--- src/rtl/uart_pkg.sv ---
// Shared UART constants: default bit period and receiver state encoding.
// Pure definitions, no logic; no latency or backpressure.
package uart_pkg;

  // 50 MHz core clock, 115200 baud
  localparam int CLKS_PER_BIT_DEF = 434;

  localparam logic [2:0] ST_IDLE      = 3'd0;
  localparam logic [2:0] ST_START     = 3'd1;
  localparam logic [2:0] ST_DATA      = 3'd2;
  localparam logic [2:0] ST_PARITY    = 3'd3;
  localparam logic [2:0] ST_STOP      = 3'd4;
  localparam logic [2:0] ST_WAIT_HIGH = 3'd5;

  typedef enum logic [2:0] {
    IDLE      = ST_IDLE,
    START     = ST_START,
    DATA      = ST_DATA,
    PARITY    = ST_PARITY,
    STOP      = ST_STOP,
    WAIT_HIGH = ST_WAIT_HIGH
  } rx_state_t;

endpackage

--- src/rtl/rx_sync.sv ---
// Two-flop synchronizer for the serial line; 2-cycle latency, resets to idle-high.
// No backpressure: samples every cycle.
module rx_sync (
  input  logic clk,
  input  logic reset_n,
  input  logic rx,
  output logic rx_s
);

  logic meta;

  always_ff @(posedge clk or negedge reset_n) begin
    if (!reset_n) begin
      meta <= 1'b1;
      rx_s <= 1'b1;
    end else begin
      meta <= rx;
      rx_s <= meta;
    end
  end

endmodule

--- src/rtl/uart_rx_core.sv ---
// UART receiver: 8 data bits, optional parity, one stop bit; load pulses the cycle after the stop sample.
// No backpressure: each frame is presented once on RX_data and the consumer must capture it on load.
module uart_rx_core
  import uart_pkg::*;
#(
  parameter int CLKS_PER_BIT = CLKS_PER_BIT_DEF,
  parameter int PARITY_EN    = 1,
  parameter int PARITY_ODD   = 0
) (
  input  logic       clk,
  input  logic       reset_n,
  input  logic       rx,
  output logic [8:0] RX_data,
  output logic       load,
  output logic       busy
);

  localparam logic [15:0] FULL_LIM = 16'(CLKS_PER_BIT - 1);
  localparam logic [15:0] HALF_LIM = 16'(CLKS_PER_BIT / 2 - 1);
  localparam logic        ODD      = 1'(PARITY_ODD);

  rx_state_t   state, state_nxt;
  logic        rx_s;
  logic        tick;
  logic [15:0] timer;
  logic [2:0]  bit_idx;
  logic [7:0]  shreg;
  logic        parity_err;
  logic        framing_err;

  rx_sync u_rx_sync (
    .clk     (clk),
    .reset_n (reset_n),
    .rx      (rx),
    .rx_s    (rx_s)
  );

  assign busy        = (state != IDLE);
  assign framing_err = ~rx_s;

  always_ff @(posedge clk or negedge reset_n) begin
    if (!reset_n) state <= IDLE;
    else          state <= state_nxt;
  end

  // tick marks a sample point; START samples mid start bit, later states a full bit apart
  always_comb begin
    state_nxt = state;
    tick      = 1'b0;
    case (state)
      IDLE: if (!rx_s) state_nxt = START;
      START: if (timer == HALF_LIM) begin
        tick      = 1'b1;
        state_nxt = rx_s ? IDLE : DATA;
      end
      DATA: if (timer == FULL_LIM) begin
        tick = 1'b1;
        if (bit_idx == 3'd7) state_nxt = (PARITY_EN != 0) ? PARITY : STOP;
      end
      PARITY: if (timer == FULL_LIM) begin
        tick      = 1'b1;
        state_nxt = STOP;
      end
      STOP: if (timer == FULL_LIM) begin
        tick      = 1'b1;
        state_nxt = rx_s ? IDLE : WAIT_HIGH;
      end
      WAIT_HIGH: if (rx_s) state_nxt = IDLE;
      default: state_nxt = IDLE;
    endcase
  end

  always_ff @(posedge clk or negedge reset_n) begin
    if (!reset_n) begin
      timer      <= '0;
      bit_idx    <= '0;
      shreg      <= '0;
      parity_err <= 1'b0;
      RX_data    <= 9'h000;
      load       <= 1'b0;
    end else begin
      load <= 1'b0;
      if (tick || state == IDLE || state == WAIT_HIGH) timer <= '0;
      else                                             timer <= timer + 16'd1;

      case (state)
        IDLE: if (!rx_s) begin
          parity_err <= 1'b0;
          bit_idx    <= '0;
        end
        DATA: if (tick) begin
          shreg   <= {rx_s, shreg[7:1]};
          bit_idx <= bit_idx + 3'd1;
        end
        PARITY: if (tick) parity_err <= ((^shreg) ^ rx_s) != ODD;
        STOP: if (tick) begin
          RX_data <= {parity_err | framing_err, shreg};
          load    <= 1'b1;
        end
        default: ;
      endcase
    end
  end

endmodule

--- config.mk ---
export PLATFORM = sky130hd
export DESIGN_NAME = uart_rx_core
export DESIGN_NICKNAME = d
export VERILOG_FILES = /design/src/rtl/uart_pkg.sv /design/src/rtl/rx_sync.sv /design/src/rtl/uart_rx_core.sv
export SDC_FILE = /design/constraint.sdc
export NUM_CORES = 1
export LEC_CHECK = 0
export ABC_AREA = 1
export CORE_MARGIN = 8
export CORE_UTILIZATION = 49
export CTS_CLUSTER_DIAMETER = 60
export DETAILED_ROUTE_END_ITERATION = 7
export PLACE_DENSITY_LB_ADDON = 0.1
export REMOVE_ABC_BUFFERS = 1
export SYNTH_ARGS = -nofsm -noshare
export SYNTH_HDL_FRONTEND = slang
export SYNTH_SLANG_ARGS = --single-unit
--- constraint.sdc ---
create_clock -name clk -period 3.3 [get_ports clk]
set_input_delay 0.66 -clock clk [delete_from_list [all_inputs] [get_ports clk]]
set_output_delay 0.66 -clock clk [all_outputs]
set_load 0.02 [all_outputs]
# ---- Yosys cells after proc, flatten, opt, wreduce, memory -nomap -nowiden
# Index checks and enable logic that the tools add are counted.
dict set report word_totals {
  out_inout_bits 11
  regBits 43
  word_cells 66
  in_bits 3
}
dict set report op_classes {
  n_eq_ne 17
  reduce_logical 13
  bitwise 3
  mux 22
  add_sub_neg 2
}
# op count
set op_table {}
lappend op_table {{$mux W3} 10}
lappend op_table {{$pmux W3 S6} 1}
lappend op_table {{$add A16 B1 Y16 const B} 1}
lappend op_table {{$eq A16 B8 Y1 const B} 1}
lappend op_table {{$eq A16 B9 Y1 const B} 1}
lappend op_table {{$mux W16} 1}
lappend op_table {{$ne A2 B2 Y1 const B} 8}
lappend op_table {{$eq A3 B3 Y1 const B} 3}
lappend op_table {{$reduce_xor A8 Y1} 1}
lappend op_table {{$reduce_and A7 Y1} 1}
lappend op_table {{$eq A3 B2 Y1 const B} 2}
lappend op_table {{$mux W1} 6}
lappend op_table {{$pmux W3 S2} 1}
lappend op_table {{$reduce_and A3 Y1} 2}
lappend op_table {{$pmux W1 S2} 2}
lappend op_table {{$reduce_and A2 Y1} 2}
lappend op_table {{$reduce_bool A2 Y1} 2}
lappend op_table {{$add A3 B1 Y3 const B} 1}
lappend op_table {{$eq A3 B1 Y1 const B} 1}
lappend op_table {{$logic_not A3 Y1} 1}
lappend op_table {{$reduce_bool A3 Y1} 1}
lappend op_table {{$reduce_or A3 Y1} 1}
lappend op_table {{$logic_or A1 B1 Y1} 2}
lappend op_table {{$mux W2} 1}
lappend op_table {{4 further kinds} 4}

# ---- Logic depth before layout (Yosys ltp)
# Gate-level depths: netlist of the first run.
dict set report depth {
  word_depth 6
  mapped_depth 11
  depth_no_buf 11
}

# ---- Modules after synthesis
# Synthesis of the first run repeated with hierarchy kept, for this count alone.
dict set report unflattened {
  hier_cells 331
  hier_area_um2 2453.6
}
# mod seq_area_each_um2 instances cells_each area_per_inst_um2
set by_module_without_submodules {}
lappend by_module_without_submodules {uart_rx_core 1026.0 1 329 2401.1}
lappend by_module_without_submodules {rx_sync 52.6 1 2 52.6}

# ---- Least setup slack after synthesis of the first run
# No wires, ideal clock.
dict set report synth_timing {
  kind {flip-flop to output port}
  from {register state[2]}
  to {output port busy}
  stages_incl_launch_ff 3
  setup_slack_ns 1.735
  arrival_ns 0.905
  path_buffers 0
  t_required_ns 2.640
  cell_sequence {dfrtp_1 > nor2_2 > nand2_1}
}
dict set report synth_between {
  elab_chain_len 1
}
# item line
set synth_rtl {}
lappend synth_rtl {{from (decl)} uart_rx_core.sv:22} ;# rx_state_t state, state_nxt;
lappend synth_rtl {{from (signal assigned)} uart_rx_core.sv:43} ;# else state <= state_nxt;
lappend synth_rtl {{$reduce_bool A3 Y1} uart_rx_core.sv:38} ;# assign busy = (state != IDLE);
lappend synth_rtl {{to (decl)} uart_rx_core.sv:15} ;# output logic busy
# No other way between the ends.

# ---- Final worst setup path of the first run
# Same ends and word-level chain as after synthesis.

==> impl_metrics.yaml, run 1 <==
status:
  outcome: "finished, final reports clean"
finish:
  fillers: 467
  multi_input_comb_area_um2: 1170
  area_of_all_sequential_standard_cells_um2: 1080
  layout-drive-gt1-share: 0.0819
  final_cells: 409
  fin_nets: 349
  diodes: 0
  leading_cell_types_in_the_layout_fill_and_taps_excluded: "sky130_fd_sc_hd__nand2_1 (107), sky130_fd_sc_hd__nor2_1 (48), sky130_fd_sc_hd__dfrtp_1 (41), sky130_fd_sc_hd__nand3_1 (35), sky130_fd_sc_hd__inv_1 (33)"
  growth_of_design_area_from_synthesis_to_finish_pct: 12.6
  postLayoutCoreUtil: 0.572
  layout_commonest_cell: "sky130_fd_sc_hd__nand2_1"
synth:
  synthesis.area_per_instance_um2: 7.48
  mappedNetlistArea_um2: 2410
  synth_cells: 323
  seq_area_frac_synth: 0.447
  post_synth_num_cell_types: 27
  ys.warnings.count: 0
  yosys_register_bits: 43
critical_path:
  worst_setup_path_end_kind: "output pin"
  reg_to_reg_start: "timer[1]"
  startpoint_type: "flop"
  critical_path_required_ns: 2.64
  ff2ff_setup_slack_ns: 1.61
  worstReg2RegEnd: "shreg[3]"
  crit_path_start: "state[2]"
  criticalPathCategory: "reg -> out"
  cp.arrival_ns: 1.84
  worst_r2r_path_depth: 11
  cp_max_fo: 7
  cp-endpoint: "busy"
global_route:
  grt_remaining_overflow: 0
  first_global_vias: 1927
  global_route.usage.total: 0.140
  pin_count_of_the_biggest_net_entering_global_routing: 44
  grt_antenna_before_repair: 0
  grt_pass1_wl_um: 8490
clock_tree:
  tritoncts: "yes"
  postCtsHoldBufs: 0
  clock_latency_ns: 0.29
  postCtsResizedCells: 0
  worst_setup_hold_path_clk_slew_ns: 0.09
  post_cts_buffers: 0
  clockBufferDepth: 2
  tritoncts_num_sinks: 43
  cts_made_buffers: 5
  cts.root.buffer_cell: "sky130_fd_sc_hd__clkbuf_8"
  ctsHtreeMaxLevel: 2
timing:
  rsz0062_at_grt: "false"
  worst-slew-pin-transition_ns: 0.929
  drv_slew: 0
  max-slew-margin-rel: 0.381
  finalCritPeriodShare: 0.757
  hold_ws_ns: 0.358
  final_period_minus_worst_setup_slack_ns: 2.50
  timing.fmax_mhz: 400
  finalClockSkew_ns: 0.0103
  hold_viol: 0
  finalSetupTns_ns: 0
  setup_viol_count_final: 0
power_and_ir_drop:
  total_switching_power_uw: 196
  cellLeakagePower_nw: 1.41
  swShare: 0.202
  combPwrFrac: 0.016
  power.share.sequential: 0.545
  vdd_drop_max_mv: 0.234
  pwr_dens_nw_per_um2: 358
  power.total_uw: 973
  intPower_uw: 777
  clkPwrFrac: 0.440
job:
  cap_violations: 0
die:
  ios: 14
  dieArea_um2: 7430
  rows: 25
  die_y_um: 86.2
  floorplan.initialDensity: 0.508
  fp.dieW_um: 86.2
  core_area_um2: 4750
placement:
  gp_congestion: 0.845
  dpl.cell_count: 401
  port_buffers: 13
  detailed_place_hpwl_um: 3470
drt:
  via_count: 1972
  wl_per_cell_um: 11.6
  drt.antenna.violating_nets: 0
  vias_per_cell: 4.82
  drt_first_pass_iters: 4
  drt_iter0_drcs: 134
  route.detailed.drc: 0
  drt-total-wl_um: 4760
worst_hold_path:
  hold_path_class: "reg -> reg"
-- power by group through the flow --
| stage | Sequential [mW] | Combinational, mW | Clock, mW |
|---|---|---|---|
| final | 0.530 | 0.0151 | 0.428 |
| after CTS | 0.530 | 0.0164 | 0.441 |
| after floorplan | 0.540 | 0.00318 | 0 |
| after detailed placement | 0.540 | 0.0165 | 0 |
| after global routing | 0.530 | 0.0188 | 0.459 |
| after global placement | 0.540 | 0.0163 | 0 |
-- worst max-delay path: stages (launching register included) --
cell                              delay (ns)
sky130_fd_sc_hd__dfrtp_1                0.47
sky130_fd_sc_hd__nor2_2                 0.26
sky130_fd_sc_hd__nand2_1                0.21
sky130_fd_sc_hd__clkdlybuf4s50_1        0.59
-- per-layer routing --
metal	GRT usage	part of all wire	vias to the layer above
li1	-	-	1049
met1	0.189	0.52	895
met2	0.223	0.44	21
met3	0.0227	0.029	7
met4	0.0423	0.012	0
met5	0	0	-
-- final cells by class --
type                    instances  share of cell area
repair buffers                 13              0.0460
clock buffers                   6              0.0304
clock inverters                 2              0.0129
well taps                      67              0.0308
inverters                      39              0.0538
flip-flops and latches         43               0.397
multi-input cells             239               0.429
-- synthesized netlist by cell type (all sizes together) --
master,count,area [um2]
buf,2,22.5
nand3,36,185
ha,5,62.6
or2,1,6.26
nand2,113,463
xnor2,3,26.3
dfstp,2,52.6
nor4,1,6.26
dfrtp,41,1030
clkinv,1,3.75
nor2,50,198
inv,38,143
o21ai,5,28.8
nand4,12,90.1
xor2,9,78.8
o211ai,1,7.51
nor3,3,15.0
-- registers in the layout, indices dropped and copies added (netlist names) --
register,count
u_rx_sync.meta,1
RX_data,9
state,3
u_rx_sync.rx_s,1
timer,16
load,1
bit_idx,3
parity_err,1
shreg,8
-- through the flow --
step,cell area (um2),setup WS (ns)
6_report,2720,0.803
5_1_grt,2720,0.714
4_1_cts,2720,0.801
3_5_place_dp,2600,1.14
3_3_place_gp,2600,1.19
2_1_floorplan,2390,1.74
-- worst min-delay path by stage --
stage	from	end	slack (ns)	cells past startpoint
3_5_place_dp	u_rx_sync.meta	u_rx_sync.rx_s	0.35	0
3_3_place_gp	u_rx_sync.meta	u_rx_sync.rx_s	0.35	0
2_1_floorplan	u_rx_sync.meta	u_rx_sync.rx_s	0.35	0
6_report	u_rx_sync.meta	u_rx_sync.rx_s	0.36	0
5_1_grt	u_rx_sync.meta	u_rx_sync.rx_s	0.36	0
4_1_cts	u_rx_sync.meta	u_rx_sync.rx_s	0.36	0
-- kinds of logic after synthesis --
group,count (synthesis),share of synthesized area
buf+inv,41,0.0699
xor+xnor,12,0.0435
compound gates,6,0.0150
flops,43,0.447
simple gates,216,0.399
fa+ha+maj,5,0.0259
Note: power is estimated with default switching activity, not from simulation.
==> run 2: changes to the inputs <==
==> constraint.sdc (replaced) <==
create_clock -name clk -period 2.45 [get_ports clk]
set_input_delay 0.49 -clock clk [delete_from_list [all_inputs] [get_ports clk]]
set_output_delay 0.49 -clock clk [all_outputs]
set_load 0.02 [all_outputs]
==> impl_metrics.yaml, run 2 (synthesized netlist as in run 1, its figures left out) <==
timing:
  finalSetupTns_ns: 0
  timing.fmax_mhz: 438
  max-slew-margin-rel: 0.705
  worst-slew-pin-transition_ns: 0.443
  finalCritPeriodShare: 0.931
  final_period_minus_worst_setup_slack_ns: 2.28
  finalWorstSetupSlack_ns: 0.169
  rsz0062_at_grt: "false"
  finalClockSkew_ns: 0.00760
  hold_viol: 0
  drv_slew: 0
  setup_viol_count_final: 0
finish:
  layout_commonest_cell: "sky130_fd_sc_hd__nand2_1"
  largest_register_ffs: 16
  multi_input_comb_area_um2: 1170
  leading_cell_types_in_the_layout_fill_and_taps_excluded: "sky130_fd_sc_hd__nand2_1 (107), sky130_fd_sc_hd__nor2_1 (48), sky130_fd_sc_hd__dfrtp_1 (41), sky130_fd_sc_hd__nand3_1 (35), sky130_fd_sc_hd__inv_1 (33)"
  fillers: 475
  area_of_all_sequential_standard_cells_um2: 1080
  diodes: 0
  regMostFlops: "timer"
  design_area_um2: 2730
  largestRegisters: "timer (16), RX_data (9), shreg (8)"
  fin_nets: 350
  growth_of_design_area_from_synthesis_to_finish_pct: 12.9
  layout-drive-gt1-share: 0.0845
global_route:
  pin_count_of_the_biggest_net_entering_global_routing: 26
  global_route.usage.total: 0.138
  grt_antenna_before_repair: 0
  grt_remaining_overflow: 0
  first_global_vias: 1802
  grt_pass1_wl_um: 8240
die:
  core_area_um2: 4750
  die_y_um: 86.2
  floorplan.initialDensity: 0.508
  dieArea_um2: 7430
  ios: 14
  fp.dieW_um: 86.2
  rows: 25
drt:
  drt_iter0_drcs: 131
  route.detailed.drc: 0
  drt_first_pass_iters: 4
  vias_per_cell: 4.87
  drt-total-wl_um: 4730
  wl_per_cell_um: 11.5
  drt.antenna.violating_nets: 0
  via_count: 1997
power_and_ir_drop:
  vdd_drop_max_mv: 0.245
  cellLeakagePower_nw: 1.42
  pwr_dens_nw_per_um2: 479
placement:
  gp_congestion: 0.844
  dpl_worst_slack_ns: 0.495
  port_buffers: 13
  detailed_place_hpwl_um: 3480
  dpl-instance-area_um2: 2610
clock_tree:
  postCtsHoldBufs: 0
  worst_setup_hold_path_clk_slew_ns: 0.08
  cts_made_buffers: 5
  clock_latency_ns: 0.29
  tritoncts_num_sinks: 43
  tritoncts: "yes"
  post_cts_buffers: 0
  ctsHtreeMaxLevel: 2
  cts.root.buffer_cell: "sky130_fd_sc_hd__clkbuf_8"
  postCtsResizedCells: 0
  clockBufferDepth: 2
critical_path:
  cp_max_fo: 7
  cp.arrival_ns: 1.79
  worst_setup_path_end_kind: "output pin"
  criticalPathCategory: "reg -> out"
  startpoint_type: "flop"
  critical_path_required_ns: 1.96
job:
  cap_violations: 0
worst_hold_path:
  hold_path_class: "in -> async"
status:
  outcome: "finished, final reports clean"
-- run 2: power breakdown --
| group | leakage (nW) | internal, mW | switching [mW] |
|---|---|---|---|
| Sequential | 0.579 | 0.712 | 0.00162 |
| Combinational | 0.777 | 0.00494 | 0.0172 |
| Clock | 0.0612 | 0.330 | 0.239 |
| Total | 1.42 | 1.05 | 0.258 |
-- run 2: cell type report --
cell class | count | share of cell area
clock buffers | 6 | 0.0303
flip-flops and latches | 43 | 0.396
clock inverters | 2 | 0.0128
well taps | 67 | 0.0307
repair buffers | 14 | 0.0486
inverters | 39 | 0.0537
multi-input cells | 239 | 0.428
-- run 2: worst paths after layout --
check | start | end | slack (ns) | cells after the start
setup / recovery | state[2] | busy | 0.17 | 3
hold / removal | reset_n | timer[13] | 0.13 | 1
setup reg to reg | timer[1] | shreg[6] | 0.80 | 11
hold reg to reg | u_rx_sync.meta | u_rx_sync.rx_s | 0.36 | 0
max in group asynchronous | reset_n | u_rx_sync.rx_s | 1.59 | 2
min in group clk | u_rx_sync.meta | u_rx_sync.rx_s | 0.36 | 0
-- run 2: stage by stage --
step	total power, mW	cells	util	hold WS [ns]
6_report	1.31	410	0.573	0.126
5_1_grt	1.37	410	0.573	0.161
4_1_cts	1.33	410	0.573	0.142
3_5_place_dp	0.751	402	0.549	0.347
3_3_place_gp	0.751	402	0.549	0.346
2_1_floorplan	0.732	321	-	0.194
-- run 2: metal layers --
| metal | track usage | part of all wire | up-vias | wire [um] |
|---|---|---|---|---|
| li1 | - | - | 1052 | - |
| met1 | 0.187 | 0.51 | 911 | 2420 |
| met2 | 0.208 | 0.44 | 32 | 2060 |
| met3 | 0.0340 | 0.046 | 2 | 219 |
| met4 | 0.0469 | 0.0066 | 0 | 31 |
| met5 | 0 | 0 | - | 0 |
-- run 2: worst max-delay path: stages, from the launching register on --
cell	delay, ns
sky130_fd_sc_hd__dfrtp_1	0.47
sky130_fd_sc_hd__nor2_2	0.26
sky130_fd_sc_hd__nand2_1	0.19
sky130_fd_sc_hd__clkdlybuf4s50_1	0.58
